### config.mk
export PLATFORM = sky130hd
export DESIGN_NAME = tick_bcd_counter
export DESIGN_NICKNAME = d
export VERILOG_FILES = /design/src/rtl/tick_bcd_counter_pkg.sv /design/src/rtl/bcd_digit.sv /design/src/rtl/tick_bcd_counter.sv
export SDC_FILE = /design/constraint.sdc
export NUM_CORES = 1
export LEC_CHECK = 0
export BUFFER_PORTS_ARGS = -buffer_cell sky130_fd_sc_hd__buf_2
export CAP_MARGIN = 25
export CORE_MARGIN = 5
export CORE_UTILIZATION = 40
export DETAILED_ROUTE_END_ITERATION = 10
export GPL_TIMING_DRIVEN = 0
export PLACE_DENSITY_LB_ADDON = 0.12
export SLEW_MARGIN = 10
export SYNTH_ARGS = -nofsm -noshare
export SYNTH_HDL_FRONTEND = slang
export SYNTH_SLANG_ARGS = --single-unit
export TNS_END_PERCENT = 10
### constraint.sdc
create_clock -name clk -period 4.7 [get_ports clk]
set_input_delay 0.47 -clock clk [delete_from_list [all_inputs] [get_ports clk]]
set_output_delay 0.47 -clock clk [all_outputs]
set_load 0.01 [all_outputs]
### src/rtl/tick_bcd_counter_pkg.sv
// Shared types and constants for the tick-driven BCD stopwatch.
// FSM encodings and the BCD digit ceiling.
package tick_bcd_counter_pkg;

    typedef enum logic [1:0] {
        ST_IDLE  = 2'd0,
        ST_RUN   = 2'd1,
        ST_PAUSE = 2'd2
    } state_t;

    localparam logic [3:0] BCD_NINE = 4'd9;

endpackage

### src/rtl/bcd_digit.sv
// One BCD digit register (0..9) with clear and carry chain.
// Ports: clk, rst, inc, clr -> digit[3:0], carry_out.
import tick_bcd_counter_pkg::*;

module bcd_digit (
    input  logic       clk,
    input  logic       rst,
    input  logic       inc,
    input  logic       clr,
    output logic [3:0] digit,
    output logic       carry_out
);

    assign carry_out = inc & (digit == BCD_NINE);

    always_ff @(posedge clk) begin
        if (rst || clr) begin
            digit <= 4'd0;
        end else if (inc) begin
            // 9 rolls over; any illegal 10..15 also lands on 0
            if (digit >= BCD_NINE)
                digit <= 4'd0;
            else
                digit <= digit + 4'd1;
        end
    end

endmodule

### src/rtl/tick_bcd_counter.sv
// BCD stopwatch counting rising edges of a slow divided clock.
// Ports: clk, rst, slow_clk, start, stop, clear -> bcd, running, paused, wrap, tick.
import tick_bcd_counter_pkg::*;

module tick_bcd_counter #(
    parameter int DIGITS = 4
) (
    input  logic                  clk,
    input  logic                  rst,
    input  logic                  slow_clk,
    input  logic                  start,
    input  logic                  stop,
    input  logic                  clear,
    output logic [4*DIGITS-1:0]   bcd,
    output logic                  running,
    output logic                  paused,
    output logic                  wrap,
    output logic                  tick
);

    state_t        state;
    state_t        state_nx;
    logic          slow_q;
    logic          slow_rise;
    logic          inc;
    logic [DIGITS:0] carry;

    assign slow_rise = slow_clk & ~slow_q;
    assign inc       = (state == ST_RUN) & slow_rise & ~clear;
    assign carry[0]  = inc;

    for (genvar i = 0; i < DIGITS; i++) begin : g_digit
        bcd_digit u_digit (
            .clk       (clk),
            .rst       (rst),
            .inc       (carry[i]),
            .clr       (clear),
            .digit     (bcd[4*i +: 4]),
            .carry_out (carry[i+1])
        );
    end

    always_comb begin
        state_nx = state;
        if (clear)
            state_nx = ST_IDLE;
        else if (stop) begin
            if (state == ST_RUN)
                state_nx = ST_PAUSE;
        end else if (start && state != ST_RUN)
            state_nx = ST_RUN;
    end

    always_ff @(posedge clk) begin
        // slow_q follows slow_clk even in reset so a level
        // already high at release does not look like an edge
        slow_q <= slow_clk;
        if (rst) begin
            state   <= ST_IDLE;
            running <= 1'b0;
            paused  <= 1'b0;
            wrap    <= 1'b0;
            tick    <= 1'b0;
        end else begin
            state   <= state_nx;
            running <= (state_nx == ST_RUN);
            paused  <= (state_nx == ST_PAUSE);
            wrap    <= carry[DIGITS];
            tick    <= slow_rise;
        end
    end

endmodule

==> tab_implementation.tex <==
\begin{tabular}{lr}
\hline
Metric & Value \\
\hline
\multicolumn{2}{l}{\textbf{Run status}} \\
\quad Status & completed \\
\multicolumn{2}{l}{\textbf{STA}} \\
\quad Final Critical Period & 1.727 ns \\
\quad Worst-Margin Slew & 0.5163 ns \\
\quad Fin Hold WS & 0.3178 ns \\
\quad Relative slew slack & 65.29\% \\
\quad Count of endpoints failing hold in the final timing report & 0 \\
\quad Unrepaired setup endpoints after global routing & no \\
\quad Number of pins with negative max-slew slack in the final report & 0 \\
\quad Layout Skew & 0.003738 ns \\
\quad Fmax & 578.9 MHz \\
\quad Total negative slack for setup checks & 0 ns \\
\quad Share of the cycle needed by the critical path after routing & 36.75\% \\
\quad Final count of negative-setup-slack endpoints & 0 \\
\multicolumn{2}{l}{\textbf{Placed design}} \\
\quad Input/output buffers & 25 \\
\quad Last weighted congestion value of the routability-driven placer & 0.8058 \\
\quad Dpl cell area & 0.001384 mm\^{}2 \\
\quad Post-DP HPWL & 1.865 mm \\
\multicolumn{2}{l}{\textbf{Layout}} \\
\quad \# diodes & 0 \\
\quad Filler cells & 309 \\
\quad Number of nets in the layout & 179 \\
\quad Area taken by flip-flops and latches & 460.4 um\^{}2 \\
\quad Post-layout instance area & 0.001411 mm\^{}2 \\
\quad Area growth from synthesis to layout & 15.93\% \\
\quad Footprint of the multi-input gates & 708.2 um\^{}2 \\
\quad Fraction of layout cells with a size suffix above 1 & 23.75\% \\
\multicolumn{2}{l}{\textbf{CTS}} \\
\quad Clk slew on worst S/H paths & 0.12 ns \\
\quad Number of CTS-inserted buffers & 3 \\
\quad Sinks on Clock Net & 23 \\
\quad Clk\_lat worst skew & 0.30 ns \\
\quad Number of H-tree branching levels & 1 \\
\quad CTS tree & built \\
\quad Clock tree root driver cell & sky130\_fd\_sc\_hd\_\_clkbuf\_4 \\
\quad Count of cells resized by post-cts repair & 0 \\
\quad Count of hold buffers inserted by post-cts repair & 0 \\
\quad Max Root-Sink Buffers & 2 \\
\quad Number of setup buffers added after CTS & 0 \\
\multicolumn{2}{l}{\textbf{Setup path}} \\
\quad Required time at the worst-slack endpoint & 4.93 ns \\
\quad Worst path slowest cell & sky130\_fd\_sc\_hd\_\_nor4\_4 \\
\quad Largest driver fanout on the critical path & 8 \\
\quad Slowest cell delay on critical path & 0.45 ns \\
\quad Cells along the critical path & inv\_1 > ha\_1 > nand4bb\_4 > nor4\_4 > a31oi\_1 > a211oi\_2 \\
\quad Signal arrival time at the worst endpoint & 1.96 ns \\
\quad Startpoint kind of the worst setup timing path & flip-flop \\
\quad Path type of the worst setup path & reg2reg \\
\quad Endpoint type of the worst setup path & flip-flop \\
\multicolumn{2}{l}{\textbf{Power}} \\
\quad Fraction of power spent switching nets & 21.51\% \\
\quad Combinational cell fraction of total power & 4.6\% \\
\quad Cell Int Power & 0.2340 mW \\
\quad Net switching component of the power & 0.06413 mW \\
\quad Part of the power in registers & 66.2\% \\
\quad Relative contribution of the clock network to total power & 29.2\% \\
\quad Leakage power & 0.5987 nW \\
\quad Highest ir drop seen on vdd & 0.1318 mV \\
\quad Power per cell area & 211.2 mW/mm\^{}2 \\
\multicolumn{2}{l}{\textbf{Drt}} \\
\quad Number of detailed-routing iterations run before antenna repair & 4 \\
\quad Post-detailed-route wirelength per cell & 12.25 um \\
\quad Vias post-DR & 1,015 \\
\quad Total detailed-routing wirelength & 2.364 mm \\
\quad Drc violations & 0 \\
\quad Antenna Nets Post-Route & 0 \\
\quad Initial drt markers & 22 \\
\quad Mean number of vias per cell & 5.259 \\
\multicolumn{2}{l}{\textbf{Logic synthesis}} \\
\quad Flops \& latches, synth & 23 \\
\quad Net count after synthesis & 149 \\
\quad Register area share after synthesis & 37.82\% \\
\quad Avg Cell Area, Syn & 9.293 um\^{}2 \\
\quad Distinct cells, synth & 35 \\
\quad Warning count from the yosys run & 0 \\
\quad Post-synthesis cell area & 0.001217 mm\^{}2 \\
\quad Number of instances in the synthesized netlist & 131 \\
\quad Cell types occupying the most area after synthesis & sky130\_fd\_sc\_hd\_\_dfxtp\_1 (38\%), sky130\_fd\_sc\_hd\_\_ha\_1 (12\%), sky130\_fd\_sc\_hd\_\_nor2\_1 (4.6\%), sky130\_fd\_sc\_hd\_\_nand4bb\_4 (4.5\%), sky130\_fd\_sc\_hd\_\_a21oi\_1 (3.7\%) \\
\quad Share of Yosys cell area claimed by the top area cell type & 37.82\% \\
\quad Cell accounting for the most synthesized area & sky130\_fd\_sc\_hd\_\_dfxtp\_1 \\
\multicolumn{2}{l}{\textbf{GRT}} \\
\quad Number of global-route vias before repair & 987 \\
\quad Global-route total usage across every layer & 12.35\% \\
\quad Total overflow reported by the global router & 0 \\
\quad Maximum number of pins on one net before global-route repair & 14 \\
\quad Global-route wire length before repair & 4.209 mm \\
\quad Initial antenna violation count & 0 \\
\multicolumn{2}{l}{\textbf{Flow run}} \\
\quad Max-cap violations & 0 \\
\multicolumn{2}{l}{\textbf{Min path}} \\
\quad Worst min-delay path class & in2reg \\
\multicolumn{2}{l}{\textbf{Floorplanning}} \\
\quad Die Span X & 65.17 um \\
\quad Top-Level Pins & 26 \\
\quad Cell row count & 20 \\
\quad Die height & 65.17 um \\
\quad Core region area & 0.002978 mm\^{}2 \\
\quad Die ar. & 0.004247 mm\^{}2 \\
\quad Effective utilization at floorplan & 40.88\% \\
\hline
\end{tabular}
## sequential cells by signal, indices dropped and copies added (netlist names)
name	count
g_digit.u_digit.digit	16
state	2
paused	1
running	1
slow_q	1
tick	1
wrap	1
## per-layer routing
metal / track usage [%] / up-vias / part of all wire [%]
li1: - / 522 / -
met1: 15.59 / 474 / 47
met2: 20.86 / 17 / 48
met3: 2.222 / 2 / 4.6
met4: 4.663 / 0 / 0.63
met5: 0 / - / 0
## worst paths after layout
| check | to | slack, ns | cells after the start | start |
|---|---|---|---|---|
| worst max register to register | g_digit[3].u_digit.digit[2] | 2.97 | 6 | g_digit[0].u_digit.digit[1] |
| worst max-delay path | g_digit[3].u_digit.digit[2] | 2.97 | 6 | g_digit[0].u_digit.digit[1] |
| worst min-delay path | slow_q | 0.32 | 1 | slow_clk |
| worst min register to register | tick | 0.46 | 1 | slow_q |
## metrics by stage
step	power, mW	cells	setup slack, ns	utilization [%]
6_report	0.2981	193	2.973	47.39
5_1_grt	0.3165	193	2.813	47.39
4_1_cts	0.3050	193	2.955	47.39
3_5_place_dp	0.2157	189	2.912	46.47
3_3_place_gp	0.2155	189	2.925	46.47
2_1_floorplan	0.2092	131	3.104	-
## cell type report
class / instances / share of cell area, %
buffer: 1 / 0.2660
multi-input combinational: 95 / 50.18
clock inverter: 1 / 0.3546
inverter: 12 / 3.191
clock buffer: 3 / 1.596
sequential: 23 / 32.62
timing repair buffer: 25 / 8.865
tap: 33 / 2.926
## placed cells by master (no fill, tap or decap), types with 4 or more instances in the layout
| master | Yosys | routed |
|---|---|---|
| sky130_fd_sc_hd__buf_2 | 0 | 25 |
| sky130_fd_sc_hd__dfxtp_1 | 23 | 23 |
| sky130_fd_sc_hd__a21oi_1 | 9 | 9 |
| sky130_fd_sc_hd__o21ai_0 | 5 | 5 |
| sky130_fd_sc_hd__ha_1 | 12 | 12 |
| sky130_fd_sc_hd__nand2_1 | 8 | 8 |
| sky130_fd_sc_hd__inv_1 | 12 | 12 |
| sky130_fd_sc_hd__a31oi_1 | 4 | 4 |
| sky130_fd_sc_hd__nor2_1 | 15 | 15 |
## cells in the mapped netlist
master and n:
sky130_fd_sc_hd__xor2_1 2, sky130_fd_sc_hd__o21a_1 1, sky130_fd_sc_hd__nand4_1 1, sky130_fd_sc_hd__a21boi_0 1
sky130_fd_sc_hd__a41oi_1 3, sky130_fd_sc_hd__nor3_1 1, sky130_fd_sc_hd__a211oi_1 1, sky130_fd_sc_hd__a211oi_2 1
sky130_fd_sc_hd__o31ai_1 1, sky130_fd_sc_hd__xnor2_1 2, sky130_fd_sc_hd__nand4bb_4 2, sky130_fd_sc_hd__and2_1 2
sky130_fd_sc_hd__nor2_1 15, sky130_fd_sc_hd__nand3_1 3, sky130_fd_sc_hd__nor2b_1 2, sky130_fd_sc_hd__a21oi_1 9
sky130_fd_sc_hd__nand4b_1 1, sky130_fd_sc_hd__nand2b_1 3, sky130_fd_sc_hd__inv_1 12, sky130_fd_sc_hd__nor4_4 1
sky130_fd_sc_hd__and4bb_2 2, sky130_fd_sc_hd__nand3b_1 3, sky130_fd_sc_hd__a31oi_1 4, sky130_fd_sc_hd__o21ai_0 5
sky130_fd_sc_hd__ha_1 12, sky130_fd_sc_hd__and3_1 1, sky130_fd_sc_hd__or2_2 1, sky130_fd_sc_hd__a21o_1 1
sky130_fd_sc_hd__nor3_2 1, sky130_fd_sc_hd__nor3b_1 3, sky130_fd_sc_hd__and4_1 1, sky130_fd_sc_hd__a31o_2 1
sky130_fd_sc_hd__nand2_1 8, sky130_fd_sc_hd__dfxtp_1 23, sky130_fd_sc_hd__clkbuf_1 1
## logic make-up (layout without fill, tap and decap cells)
group                    Yosys count  after routing  synth area share, %
AO/OA/AOI/OAI                     28             28                14.80
adder cells (fa/ha/maj)           12             12                12.33
XOR/XNOR                           4              4                2.878
AND/OR/NAND/NOR                   51             51                28.16
flip-flops                        23             23                37.82
buffers and inverters             13             42                4.008
## power groups by stage
stage	combinational, mW	clock, mW	sequential, mW
after floorplan	0.00716	0	0.202
after global placement	0.0137	0	0.202
after detailed placement	0.0138	0	0.202
after CTS	0.0139	0.0936	0.198
after global routing	0.0155	0.103	0.198
final	0.0137	0.0870	0.197
## worst max-delay path: cells and delay by family (launching register included)
kind            cells  cell delay (ns)
flops               1             0.37
fa+ha+maj           1             0.23
compound gates      2             0.35
buf+inv             1             0.09
simple gates        2             0.61
Note: power is estimated with default switching activity, not from simulation.
